### src/rtl/braille_cell_driver.sv
// Coil sequencer for one 8-dot latching-solenoid braille cell.
// Turns pattern changes into release/gap/set/cooldown pulse trains so raise and lower coils never overlap.
module braille_cell_driver #(
    parameter int unsigned PULSE_CYCLES    = 1000,
    parameter int unsigned GAP_CYCLES      = 100,
    parameter int unsigned COOLDOWN_CYCLES = 500,
    parameter int unsigned CNT_W           = 16
) (
    input  logic       clk,
    input  logic       reset,
    input  logic [7:0] cell_in,
    input  logic       enable,
    input  logic       refresh,
    output logic [7:0] pin_up,
    output logic [7:0] pin_down,
    output logic       busy,
    output logic       cell_done,
    output logic [7:0] applied
);

    localparam longint unsigned CntLimit = 64'd1 << CNT_W;

    if (CNT_W < 1 || CNT_W > 32 ||
        PULSE_CYCLES < 1 || 64'(PULSE_CYCLES) >= CntLimit ||
        GAP_CYCLES < 1 || 64'(GAP_CYCLES) >= CntLimit ||
        COOLDOWN_CYCLES < 1 || 64'(COOLDOWN_CYCLES) >= CntLimit) begin : gen_param_check
        $error("braille_cell_driver: phase lengths must be >= 1 and fit in CNT_W bits");
    end

    localparam logic [CNT_W-1:0] PulseLoad = CNT_W'(PULSE_CYCLES - 1);
    localparam logic [CNT_W-1:0] GapLoad   = CNT_W'(GAP_CYCLES - 1);
    localparam logic [CNT_W-1:0] CoolLoad  = CNT_W'(COOLDOWN_CYCLES - 1);

    typedef enum logic [2:0] {
        StIdle,
        StRelease,
        StGap,
        StSet,
        StCooldown
    } state_e;

    state_e           state_q, state_d;
    logic [CNT_W-1:0] cnt_q, cnt_d;
    logic [7:0]       cur_q, cur_d;
    logic [7:0]       dn_q, dn_d;
    logic [7:0]       up_q, up_d;
    logic [7:0]       applied_q, applied_d;
    logic             dirty_q, dirty_d;
    logic             pend_q, pend_d;
    logic             done_q, done_d;
    logic [7:0]       pin_up_q, pin_up_d;
    logic [7:0]       pin_down_q, pin_down_d;

    logic             full_drive;
    logic [7:0]       dn_calc;
    logic [7:0]       up_calc;
    logic             start;
    logic             cnt_zero;

    // Unknown physical state (or an explicit refresh) drives every pin, not just the delta.
    assign full_drive = dirty_q | refresh | pend_q;
    assign dn_calc    = full_drive ? ~cell_in : (applied_q & ~cell_in);
    assign up_calc    = full_drive ? cell_in : (cell_in & ~applied_q);
    assign start      = enable & ((cell_in != applied_q) | full_drive);
    assign cnt_zero   = (cnt_q == '0);

    always_comb begin
        state_d   = state_q;
        cnt_d     = cnt_q;
        cur_d     = cur_q;
        dn_d      = dn_q;
        up_d      = up_q;
        applied_d = applied_q;
        dirty_d   = dirty_q;
        pend_d    = pend_q;
        done_d    = 1'b0;

        if (state_q != StIdle && refresh) begin
            pend_d = 1'b1;
        end

        if (state_q != StIdle && !enable) begin
            // Abort leaves the pins in an unknown mix, so force a full drive next time.
            state_d = StIdle;
            dirty_d = 1'b1;
        end else begin
            unique case (state_q)
                StIdle: begin
                    if (start) begin
                        cur_d  = cell_in;
                        dn_d   = dn_calc;
                        up_d   = up_calc;
                        pend_d = 1'b0;
                        if (dn_calc != 8'h00) begin
                            state_d = StRelease;
                            cnt_d   = PulseLoad;
                        end else if (up_calc != 8'h00) begin
                            state_d = StSet;
                            cnt_d   = PulseLoad;
                        end else begin
                            state_d = StCooldown;
                            cnt_d   = CoolLoad;
                        end
                    end
                end
                StRelease: begin
                    if (cnt_zero) begin
                        if (up_q != 8'h00) begin
                            state_d = StGap;
                            cnt_d   = GapLoad;
                        end else begin
                            state_d = StCooldown;
                            cnt_d   = CoolLoad;
                        end
                    end else begin
                        cnt_d = cnt_q - CNT_W'(1);
                    end
                end
                StGap: begin
                    if (cnt_zero) begin
                        state_d = StSet;
                        cnt_d   = PulseLoad;
                    end else begin
                        cnt_d = cnt_q - CNT_W'(1);
                    end
                end
                StSet: begin
                    if (cnt_zero) begin
                        state_d   = StCooldown;
                        cnt_d     = CoolLoad;
                        applied_d = cur_q;
                        dirty_d   = 1'b0;
                    end else begin
                        cnt_d = cnt_q - CNT_W'(1);
                    end
                end
                StCooldown: begin
                    if (cnt_zero) begin
                        state_d = StIdle;
                        done_d  = 1'b1;
                        // Release-only or empty actuations never passed through SET.
                        if (up_q == 8'h00) begin
                            applied_d = cur_q;
                            dirty_d   = 1'b0;
                        end
                    end else begin
                        cnt_d = cnt_q - CNT_W'(1);
                    end
                end
                default: begin
                    state_d = StIdle;
                    dirty_d = 1'b1;
                end
            endcase
        end

        // Coil drive follows the state being entered so it is registered alongside it.
        pin_down_d = (state_d == StRelease) ? dn_d : 8'h00;
        pin_up_d   = (state_d == StSet) ? up_d : 8'h00;
    end

    always_ff @(posedge clk or negedge reset) begin
        if (!reset) begin
            state_q    <= StIdle;
            cnt_q      <= '0;
            cur_q      <= 8'h00;
            dn_q       <= 8'h00;
            up_q       <= 8'h00;
            applied_q  <= 8'h00;
            dirty_q    <= 1'b1;
            pend_q     <= 1'b0;
            done_q     <= 1'b0;
            pin_up_q   <= 8'h00;
            pin_down_q <= 8'h00;
        end else begin
            state_q    <= state_d;
            cnt_q      <= cnt_d;
            cur_q      <= cur_d;
            dn_q       <= dn_d;
            up_q       <= up_d;
            applied_q  <= applied_d;
            dirty_q    <= dirty_d;
            pend_q     <= pend_d;
            done_q     <= done_d;
            pin_up_q   <= pin_up_d;
            pin_down_q <= pin_down_d;
        end
    end

    assign pin_up    = pin_up_q;
    assign pin_down  = pin_down_q;
    assign busy      = (state_q != StIdle);
    assign cell_done = done_q;
    assign applied   = applied_q;

    a_coil_exclusive : assert property (@(posedge clk) disable iff (!reset)
        (pin_up & pin_down) == 8'h00);
    a_down_then_up : assert property (@(posedge clk) disable iff (!reset)
        (pin_down != 8'h00) |=> (pin_up == 8'h00));
    a_up_then_down : assert property (@(posedge clk) disable iff (!reset)
        (pin_up != 8'h00) |=> (pin_down == 8'h00));

endmodule

### config.mk
export PLATFORM = sky130hd
export DESIGN_NAME = braille_cell_driver
export DESIGN_NICKNAME = d
export VERILOG_FILES = /design/src/rtl/braille_cell_driver.sv
export SDC_FILE = /design/constraint.sdc
export NUM_CORES = 1
export LEC_CHECK = 0
export BUFFER_PORTS_ARGS = -buffer_cell sky130_fd_sc_hd__buf_2
export CORE_ASPECT_RATIO = 1.2
export CORE_MARGIN = 8
export CORE_UTILIZATION = 40
export CTS_CLUSTER_SIZE = 40
export DETAILED_ROUTE_END_ITERATION = 10
export SYNTH_ARGS = -nofsm -noshare
export SYNTH_HDL_FRONTEND = slang
export SYNTH_SLANG_ARGS = --single-unit
### constraint.sdc
create_clock -name clk -period 2.05 [get_ports clk]
set_clock_uncertainty 0.05 [all_clocks]
set_input_delay 0.41 -clock clk [delete_from_list [all_inputs] [get_ports clk]]
set_output_delay 0.41 -clock clk [all_outputs]
set_load 0.005 [all_outputs]
==> results of run 1 <==
## cell usage in the layout (no fill, tap or decap), types with 4 or more instances in the layout
cell	instances
ha_1	15
a21boi_0	8
a21oi_1	6
nor2_1	19
nor4_1	5
buf_6	11
nor4_4	4
dfrtp_1	69
nand4_1	5
buf_4	74
o21ai_1	6
buf_2	37
mux2_2	4
o21ai_0	39
nor2b_1	13
clkbuf_8	11
o21ai_2	6
inv_1	19
nand2_1	49
mux2_4	5
xnor2_1	6
nand2b_1	4
nor3_1	12
## cells by family after synthesis
group	synth area share
AOI/OAI and AO/OA	0.1502
muxes	0.03005
xor gates and xnor gates	0.02127
and+or+nand+nor	0.2238
buffers and inverters	0.04085
adders and majority gates	0.06077
DFF	0.4730
## synthesized netlist by cell type (3+ instances only)
library cell and count:
a22oi_1 3, o21ai_0 46, o2bb2ai_1 3, or3_1 3, nor4_1 7, buf_2 7
nor2_1 23, xnor2_1 7, inv_1 21, nor2b_1 17, mux2_1 5, nand2_1 50
mux2_2 4, nor3_1 14, or4_1 4, nand3_1 3, o21ai_1 4, clkbuf_1 5
a21boi_0 9, a21oi_1 8, ha_1 18, nor4_4 3, nand2b_1 5, a31oi_1 3
dfrtp_1 69, nand4_1 5
## layer usage
layer  part of all wire  GRT usage
met4              0.024    0.05802
met5                  0          0
met1               0.39     0.1765
met3              0.036    0.03294
met2               0.55     0.3028
## sequential cells by signal, indices dropped and copies added (netlist names)
name	flops
pend_q	1
up_q	8
pin_up	8
dirty_q	1
applied	8
pin_down	8
dn_q	8
cur_q	8
cnt_q	16
cell_done	1
state_q	3
## tightest hold or removal path, stage by stage
cell and delay, ns:
buf_2 0.10, a21oi_1 0.06, nor2_1 0.09
## metrics by stage
stage | TNS (ns) | setup slack, ns | instance area, um^2
4_1_cts | -0.03260 | -0.01192 | 4969
5_1_grt | -3.786 | -0.1620 | 5225
6_report | -0.4603 | -0.03629 | 5225
3_5_place_dp | -10.27 | -0.3611 | 4616
3_3_place_gp | -7.862 | -0.2922 | 4616
2_1_floorplan | 0 | 0.008355 | 3715
## how the worst max path moves through the flow
| stage | from | to | slack, ns |
|---|---|---|---|
| floorplan | cell_in[2] | pin_up[0]$_DFF_PN0_ | 0.008 |
| global placement | cell_in[2] | cnt_q[9]$_DFFE_PN0P_ | -0.29 |
| detailed placement | cell_in[2] | pin_up[4]$_DFF_PN0_ | -0.36 |
| CTS | cnt_q[1]$_DFFE_PN0P_ | pin_up[4]$_DFF_PN0_ | -0.01 |
| global route | applied[4]$_DFFE_PN0P_ | pin_down[4]$_DFF_PN0_ | -0.16 |
| finish | applied[2]$_DFFE_PN0P_ | pin_down[6]$_DFF_PN0_ | -0.04 |
## power breakdown
group / leakage [nW] / internal (mW) / switching, mW / total (mW)
Sequential: 0.894 / 1.77 / 0.193 / 1.96
Combinational: 1.44 / 0.845 / 0.944 / 1.79
Clock: 0.0913 / 0.502 / 0.531 / 1.03
Total: 2.43 / 3.11 / 1.67 / 4.78
## repair_timing
action / CTS / global route
setup buffers: 5 / 5
pin swaps: 12 / 22
hold buffers: 1 / 0
setup endpoints to repair: 36 / 43
endpoints found under the hold margin: 16 / 0
gates resized for setup: 26 / 53
## layout make-up
| class | count | area, um^2 |
|---|---|---|
| well taps | 120 | 150.1 |
| multi-input cells | 275 | 2108 |
| clock inverters | 5 | 33.78 |
| flip-flops and latches | 70 | 1753 |
| inverters | 21 | 78.83 |
| fillers | 824 | 3809 |
| repair buffers | 127 | 949.7 |
| clock buffers | 11 | 151.4 |
==> run metrics, run 1 <==
status complete, but fails checks; failing checks setup timing; crit path DAT between 2 and 2.5 ns; VDD IR max between 0.5 and 0.6 mV; clock buffer depth 2; CTS root buffer clkbuf_8; Fmax roughly 0.48 GHz; CP max stage cell dfrtp_1; cell count after synthesis 381; worst stage delay on the critical path between 0.4 and 0.5 ns; yosys synthesis warning count 0; max_cap viols 0; cell accounting for the most synthesized area dfrtp_1; HP Start refresh; Post-Route WL approximately 10,000 um; RSZ-0062 raised after global routing yes; drt pass-1 iters 5; I/O pins 38; Final Hold Viols 0; WP depth 8; first-pass GRT wire length approximately 16,000 um; worst hold slack slightly below 0.3 ns; GRT Util Overall 0.1617; Distinct cells, synth between 50 and 60; Worst Path Buf+Inv 1; final global-route overflow total 0; post-synth net total just over 400; layout cells sized above 1 0.4047; final setup vio count 21; top_reg_cell synth dfrtp_1; Worst Hold End pend_q$_DFF_PN0_; CP Data Required Time 2.28 ns; largest cells by area after synthesis dfrtp_1 (47%), o21ai_0 (6.2%), ha_1 (6.1%), nand2_1 (5.1%), nor2b_1 (2.9%); Initial Utilization 0.4102; Leak roughly 2.4 nW; Die Wd around 100 um; Core Util, Final 0.5784; IO buf count 37; sequential fraction of the synthesis area 0.4730; Slew HR 0.6823; worst-margin pin slew ~0.48 ns; R2R depth 8; Layout Cells excl Fill ~630; DP HPWL approximately 7500 um; overall power between 4 and 5 mW; Power Dens Cells 915.3 mW/mm^2; Hold Path Class in -> reg; via count 3,189; Post-synth EDFFs 0; Worst Setup End Kind register; WHS Path Cells 3; Synth async-reset ratio 1.000; Inserted Diodes 0; die area about 0.013 mm^2; crit-path leading delay family simple AND/OR/NAND/NOR gates; row cnt 38; vias per inst around 5.1; final worst-path cycle share 1.018; mean post-synth cell area around 9.7 um^2; Worst-path clk slew around 0.08 ns; worst skew pair latency about 0.35 ns; flop2flop setup slack -0.04 ns; Crit Path Max Fanout 8; synthesis-to-layout area growth 40.99%; CTS sink count 70; initial antenna violation count 0; placed insts roughly 600; Initial DRC Count ~170; CP Launch Type register; synthesized area between 0.003 and 0.004 mm^2; reg-to-reg endpoint pin_down[6]$_DFF_PN0_; Die Y ~120 um; pin count of the biggest net entering global routing 33; Final Max Slew Viols 0; r2r startpoint applied[2]$_DFFE_PN0P_; post-route minimum period roughly 2.1 ns; htree depth 3; CTS Buf Count 9; setup slack after layout -0.03629 ns; vias in the first global route roughly 3,400; CTS tree built; Nets 534; Final Wtd Congestion 0.8814; kind of critical path reg -> reg; register bit total from synthesis 70; WL per Instance approximately 16 um; Residual DRC 0; top-area cell type share of the netlist area 0.4659; worst-path cell chain ha_4, nand4_1, buf_6, o31ai_4, a21oi_2, nor3b_2, nand3_4, nor2b_1; floorplan core area ~0.0090 mm^2; Antenna Nets Post-Route 0
Note: power is estimated with default switching activity, not from simulation.
==> inputs of run 2 (changes only) <==
--- a/config.mk
+++ b/config.mk
@@ -14,3 +14,4 @@
 export SYNTH_ARGS = -nofsm -noshare
 export SYNTH_HDL_FRONTEND = slang
 export SYNTH_SLANG_ARGS = --single-unit
+export TNS_END_PERCENT = 1
==> run metrics, run 2 (synthesized netlist as in run 1, its figures left out) <==
failing checks setup timing (unchanged); drt pass-1 iters 4 (was 5); final worst-path cycle share 1.006 (was 1.018); VDD IR max 0.5479 mV (was 0.5503 mV); Antenna Nets Post-Route 0 (unchanged); Initial DRC Count 141 (was 165); Final Wtd Congestion 0.8814 (unchanged); Worst Setup End Kind register (unchanged); status complete, but fails checks (unchanged); max reg flops 16 (unchanged); Final Max Slew Viols 0 (unchanged); overall power 4.635 mW (was 4.782 mW); DP HPWL 7531 um (unchanged); Leak 2.354 nW (was 2.429 nW); initial antenna violation count 0 (unchanged); Core Util, Final 0.5550 (was 0.5784); placed insts 603 (unchanged); row cnt 38 (unchanged); pin count of the biggest net entering global routing 33 (unchanged); Finished Cell Area 0.005014 mm^2 (was 0.005225 mm^2); Die Y 121.4 um (unchanged); Post-Route WL 9684 um (was 10,200 um); I/O pins 38 (unchanged); Slew HR 0.6818 (was 0.6823); Fmax 0.4850 GHz (was 0.4793 GHz); Die Wd 103.9 um (unchanged); Nets 529 (was 534); CTS Buf Count 9 (unchanged); DP Worst Slack -0.3611 ns (unchanged); crit path DAT 2.25 ns (was 2.32 ns); clock buffer depth 2 (unchanged); CTS sink count 70 (unchanged); Residual DRC 0 (unchanged); vias per inst 5.042 (was 5.070); CP Launch Type register (unchanged); Reg with most FFs cnt_q (unchanged); via count 3,146 (was 3,189); vias in the first global route 3,370 (was 3,374); worst skew pair latency 0.35 ns (about the same); post-route minimum period 2.062 ns (was 2.086 ns); Inserted Diodes 0 (unchanged); RSZ-0062 raised after global routing yes (unchanged); max_cap viols 0 (unchanged); Hold Path Class in -> reg (unchanged); die area 0.01261 mm^2 (unchanged); floorplan core area 0.009034 mm^2 (unchanged); final setup vio count 4 (was 21); final global-route overflow total 0 (unchanged); setup slack after layout -0.01181 ns (was -0.03629 ns); worst-margin pin slew 0.4774 ns (was 0.4766 ns); crit-path leading delay family simple AND/OR/NAND/NOR gates (unchanged); GRT Util Overall 0.1607 (was 0.1617); htree depth 3 (unchanged); first-pass GRT wire length 16,350 um (was 16,470 um); synthesis-to-layout area growth 35.28% (was 40.99%); layout cells sized above 1 0.3631 (was 0.4047); dpl cell area 0.004616 mm^2 (unchanged); Final Hold Viols 0 (unchanged); Initial Utilization 0.4102 (unchanged); CTS root buffer clkbuf_8 (unchanged); Crit Path Max Fanout 8 (unchanged); worst stage delay on the critical path 0.41 ns (was 0.42 ns); Layout Cells excl Fill 624 (was 629); kind of critical path reg -> reg (unchanged); IO buf count 37 (unchanged); Worst Path Buf+Inv 1 (unchanged); CP Data Required Time 2.24 ns (was 2.28 ns); commonest non-fill, non-tap cell in the layout buf_4 (unchanged); CTS tree built (unchanged); most frequent cells in the layout buf_4 (76), dfrtp_1 (69), nand2_1 (49) (was buf_4 (74), dfrtp_1 (69), nand2_1 (49)); Power Dens Cells 924.5 mW/mm^2 (was 915.3 mW/mm^2); CP max stage cell dfrtp_1 (unchanged); worst-path cell chain ha_1, nand4_1, buf_4, nor4_4, o32a_4, nor3_1, xnor2_1, nor2_1 (was ha_4, nand4_1, buf_6, o31ai_4, a21oi_2, nor3b_2, nand3_4, nor2b_1); Worst-path clk slew 0.08 ns (about the same); WL per Instance 15.52 um (was 16.22 um)
[run 2: metal layers]
layer	wire [um]	GRT usage	share of wire
met1	3986	0.1765	0.41
met2	5213	0.2964	0.54
met3	304	0.03348	0.031
met4	180	0.06437	0.019
met5	0	0	0
[run 2: metrics by stage]
stage	hold slack, ns	setup TNS (ns)
after floorplan	0.06441	0
after global placement	0.3440	-7.862
after detailed placement	0.3439	-10.27
after CTS	0.2792	-0.2605
after global routing	0.3068	-3.444
final	0.2984	-0.02123
[run 2: final timing paths]
| path | from | end | slack [ns] | cells past startpoint |
|---|---|---|---|---|
| worst max-delay path | applied[6]$_DFFE_PN0P_ | cnt_q[10]$_DFFE_PN0P_ | -0.01 | 8 |
| worst min-delay path | refresh | pend_q$_DFF_PN0_ | 0.30 | 3 |
| worst max register to register | applied[6]$_DFFE_PN0P_ | cnt_q[10]$_DFFE_PN0P_ | -0.01 | 8 |
| worst min register to register | cur_q[6]$_DFFE_PN0P_ | applied[6]$_DFFE_PN0P_ | 0.44 | 1 |
| max in group asynchronous | reset | dirty_q$_DFFE_PN1P_ | 0.86 | 3 |
| min in group asynchronous | reset | cnt_q[4]$_DFFE_PN0P_ | 0.49 | 2 |
[run 2: where the power goes]
part	switching [mW]	internal, mW
sequential	0.186	1.77
combinational	0.869	0.779
clock	0.531	0.502
total	1.59	3.05
[run 2: cell type report]
cell class	instances	area [um^2]
clock buffer	11	151.4
tap	120	150.1
multi-input combinational	275	1964
sequential	70	1753
inverter	21	78.83
timing repair buffer	122	882.1
fill	846	4020
clock inverter	5	33.78
[run 2: timing repair]
item                                   4_1_cts  5_1_grt
endpoints found under the hold margin       16        0
pin swaps                                    8        6
setup endpoints to repair                   36       43
buffers inserted                             3        2
resized for setup                           24       15
hold buffers                                 1        0
[run 2: tightest hold or removal path: stages]
cell and delay (ns):
buf_2 0.10, a21oi_1 0.06, nor2_1 0.10
==> inputs of run 3 (changes only) <==
--- a/config.mk
+++ b/config.mk
@@ -11,6 +11,7 @@
 export CORE_UTILIZATION = 40
 export CTS_CLUSTER_SIZE = 40
 export DETAILED_ROUTE_END_ITERATION = 10
+export SETUP_SLACK_MARGIN = 0.4
 export SYNTH_ARGS = -nofsm -noshare
 export SYNTH_HDL_FRONTEND = slang
 export SYNTH_SLANG_ARGS = --single-unit
==> run metrics, run 3 (synthesized netlist as in run 1, its figures left out) <==
status complete, but fails checks (unchanged); failing checks setup timing (unchanged); htree depth 3 (unchanged); vias per inst 5.144 (was 5.042); VDD IR max 0.7847 mV (was 0.5479 mV); synthesis-to-layout area growth 34.81% (was 35.28%); CP max stage cell dfrtp_1 (unchanged); CTS root buffer clkbuf_8 (unchanged); final global-route overflow total 0 (unchanged); layout cells sized above 1 0.3587 (was 0.3631); flop2flop setup slack -0.04 ns (was -0.01 ns); pin count of the biggest net entering global routing 31 (was 33); via count 3,184 (was 3,146); final worst-path cycle share 1.021 (was 1.006); CP Launch Type register (unchanged); worst skew pair latency 0.36 ns (was 0.35 ns); Initial DRC Count 99 (was 141); Slew HR 0.6317 (was 0.6818); Worst Setup End Kind register (unchanged); I/O pins 38 (unchanged); Power Dens Cells 947.2 mW/mm^2 (was 924.5 mW/mm^2); vias in the first global route 3,311 (was 3,370); DP HPWL 7577 um (was 7531 um); Post-Route WL 9792 um (was 9684 um); worst-path cell chain ha_1, nand4_1, buf_4, nor4_4, buf_4, buf_4, o32a_4, buf_6, a22oi_1 (was ha_1, nand4_1, buf_4, nor4_4, o32a_4, nor3_1, xnor2_1, nor2_1); worst-margin pin slew 0.5524 ns (was 0.4774 ns); final setup vio count 16 (was 4); Initial Utilization 0.4102 (unchanged); floorplan core area 0.009034 mm^2 (unchanged); CP dominant cell by count buf_4; sequential standard cell area 0.001753 mm^2 (unchanged); setup slack after layout -0.04313 ns (was -0.01181 ns); CTS tree built (unchanged); CTS Buf Count 9 (unchanged); worst stage delay on the critical path 0.40 ns (was 0.41 ns); Fillers 831 (was 846); die area 0.01261 mm^2 (unchanged); max_cap viols 0 (unchanged); Leak 2.329 nW (was 2.354 nW); Final Max Slew Viols 0 (unchanged); Inserted Diodes 0 (unchanged); drt pass-1 iters 4 (unchanged); post-route minimum period 2.093 ns (was 2.062 ns); max reg flops 16 (unchanged); multi-input logic area 0.001997 mm^2 (was 0.001964 mm^2); Fmax 0.4778 GHz (was 0.4850 GHz); CTS sink count 70 (unchanged); WL per Instance 15.82 um (was 15.52 um); Reg with most FFs cnt_q (unchanged); Final Wtd Congestion 0.8820 (was 0.8814); Finished Cell Area 0.004996 mm^2 (was 0.005014 mm^2); kind of critical path reg -> reg (unchanged); Antenna Nets Post-Route 0 (unchanged); initial antenna violation count 0 (unchanged); Residual DRC 0 (unchanged); Die Wd 103.9 um (unchanged); crit path DAT 2.27 ns (was 2.25 ns); CP Data Required Time 2.23 ns (was 2.24 ns); worst hold slack 0.3113 ns (was 0.2984 ns); Hold Path Class in -> reg (unchanged); Nets 524 (was 529); dpl cell area 0.004591 mm^2 (was 0.004616 mm^2); GRT Util Overall 0.1610 (was 0.1607); Die Y 121.4 um (unchanged); IO buf count 37 (unchanged); first-pass GRT wire length 16,220 um (was 16,350 um); row cnt 38 (unchanged); clock buffer depth 2 (unchanged); commonest non-fill, non-tap cell in the layout buf_4 (unchanged); Worst-path clk slew 0.08 ns (about the same); Final Hold Viols 0 (unchanged); RSZ-0062 raised after global routing yes (unchanged); Crit Path Max Fanout 5 (was 8); most frequent cells in the layout buf_4 (74), dfrtp_1 (69), nand2_1 (49) (was buf_4 (76), dfrtp_1 (69), nand2_1 (49))
==> run 3: layout make-up <==
class / instances / area share
clock inverter: 7 / 0.01603
inverter: 21 / 0.01578
multi-input combinational: 276 / 0.3997
clock buffer: 9 / 0.02479
sequential: 70 / 0.3509
timing repair buffer: 116 / 0.1628
tap: 120 / 0.03005
==> run 3: worst max-delay path: cells and delay by family (launching register included) <==
family	cells	cell delay, ns
buf+inv	4	0.62
fa+ha+maj	1	0.29
simple gates	2	0.37
compound gates	2	0.23
flops	1	0.40
==> run 3: where the power goes <==
part	switching, mW	internal, mW
clock network	0.572	0.576
logic	0.852	0.758
registers	0.208	1.77
==> run 3: layer usage <==
metal,up-vias,GRT usage,wire length [um]
li1,1565,-,-
met1,1550,0.1801,4139
met2,56,0.2908,5151
met3,13,0.03560,320
met4,0,0.06528,180
met5,-,0,0
==> run 3: final timing paths <==
check / start / to / cells past startpoint
min: refresh / pend_q$_DFF_PN0_ / 3
max reg2reg: applied[4]$_DFFE_PN0P_ / cnt_q[1]$_DFFE_PN0P_ / 9
max in group asynchronous: reset / pin_down[5]$_DFF_PN0_ / 3
max: applied[4]$_DFFE_PN0P_ / cnt_q[1]$_DFFE_PN0P_ / 9
min reg2reg: cur_q[6]$_DFFE_PN0P_ / cur_q[6]$_DFFE_PN0P_ / 2
min in group asynchronous: reset / cur_q[3]$_DFFE_PN0P_ / 2
==> run 3: timing repair <==
action                                  4_1_cts  5_1_grt
endpoints found under the hold margin        16        0
endpoints found under the setup margin       71       71
gates resized for setup                      20       15
gates cloned                                  1        0
setup buffers                                 2        1
hold buffers                                  1        0
pin swaps                                     9        9
==> run 3: stage by stage <==
stage          cells  worst slack [ns]  power [mW]  utilization  setup TNS [ns]
2_1_floorplan    381           0.09234       2.836            -               0
3_3_place_gp     598           -0.2631       3.487       0.5082          -5.757
3_5_place_dp     598           -0.2701       3.531       0.5082          -6.964
4_1_cts          618          -0.05181       4.758       0.5464         -0.3341
5_1_grt          619           -0.1760       5.062       0.5530          -4.095
6_report         619          -0.04313       4.732       0.5530         -0.2914
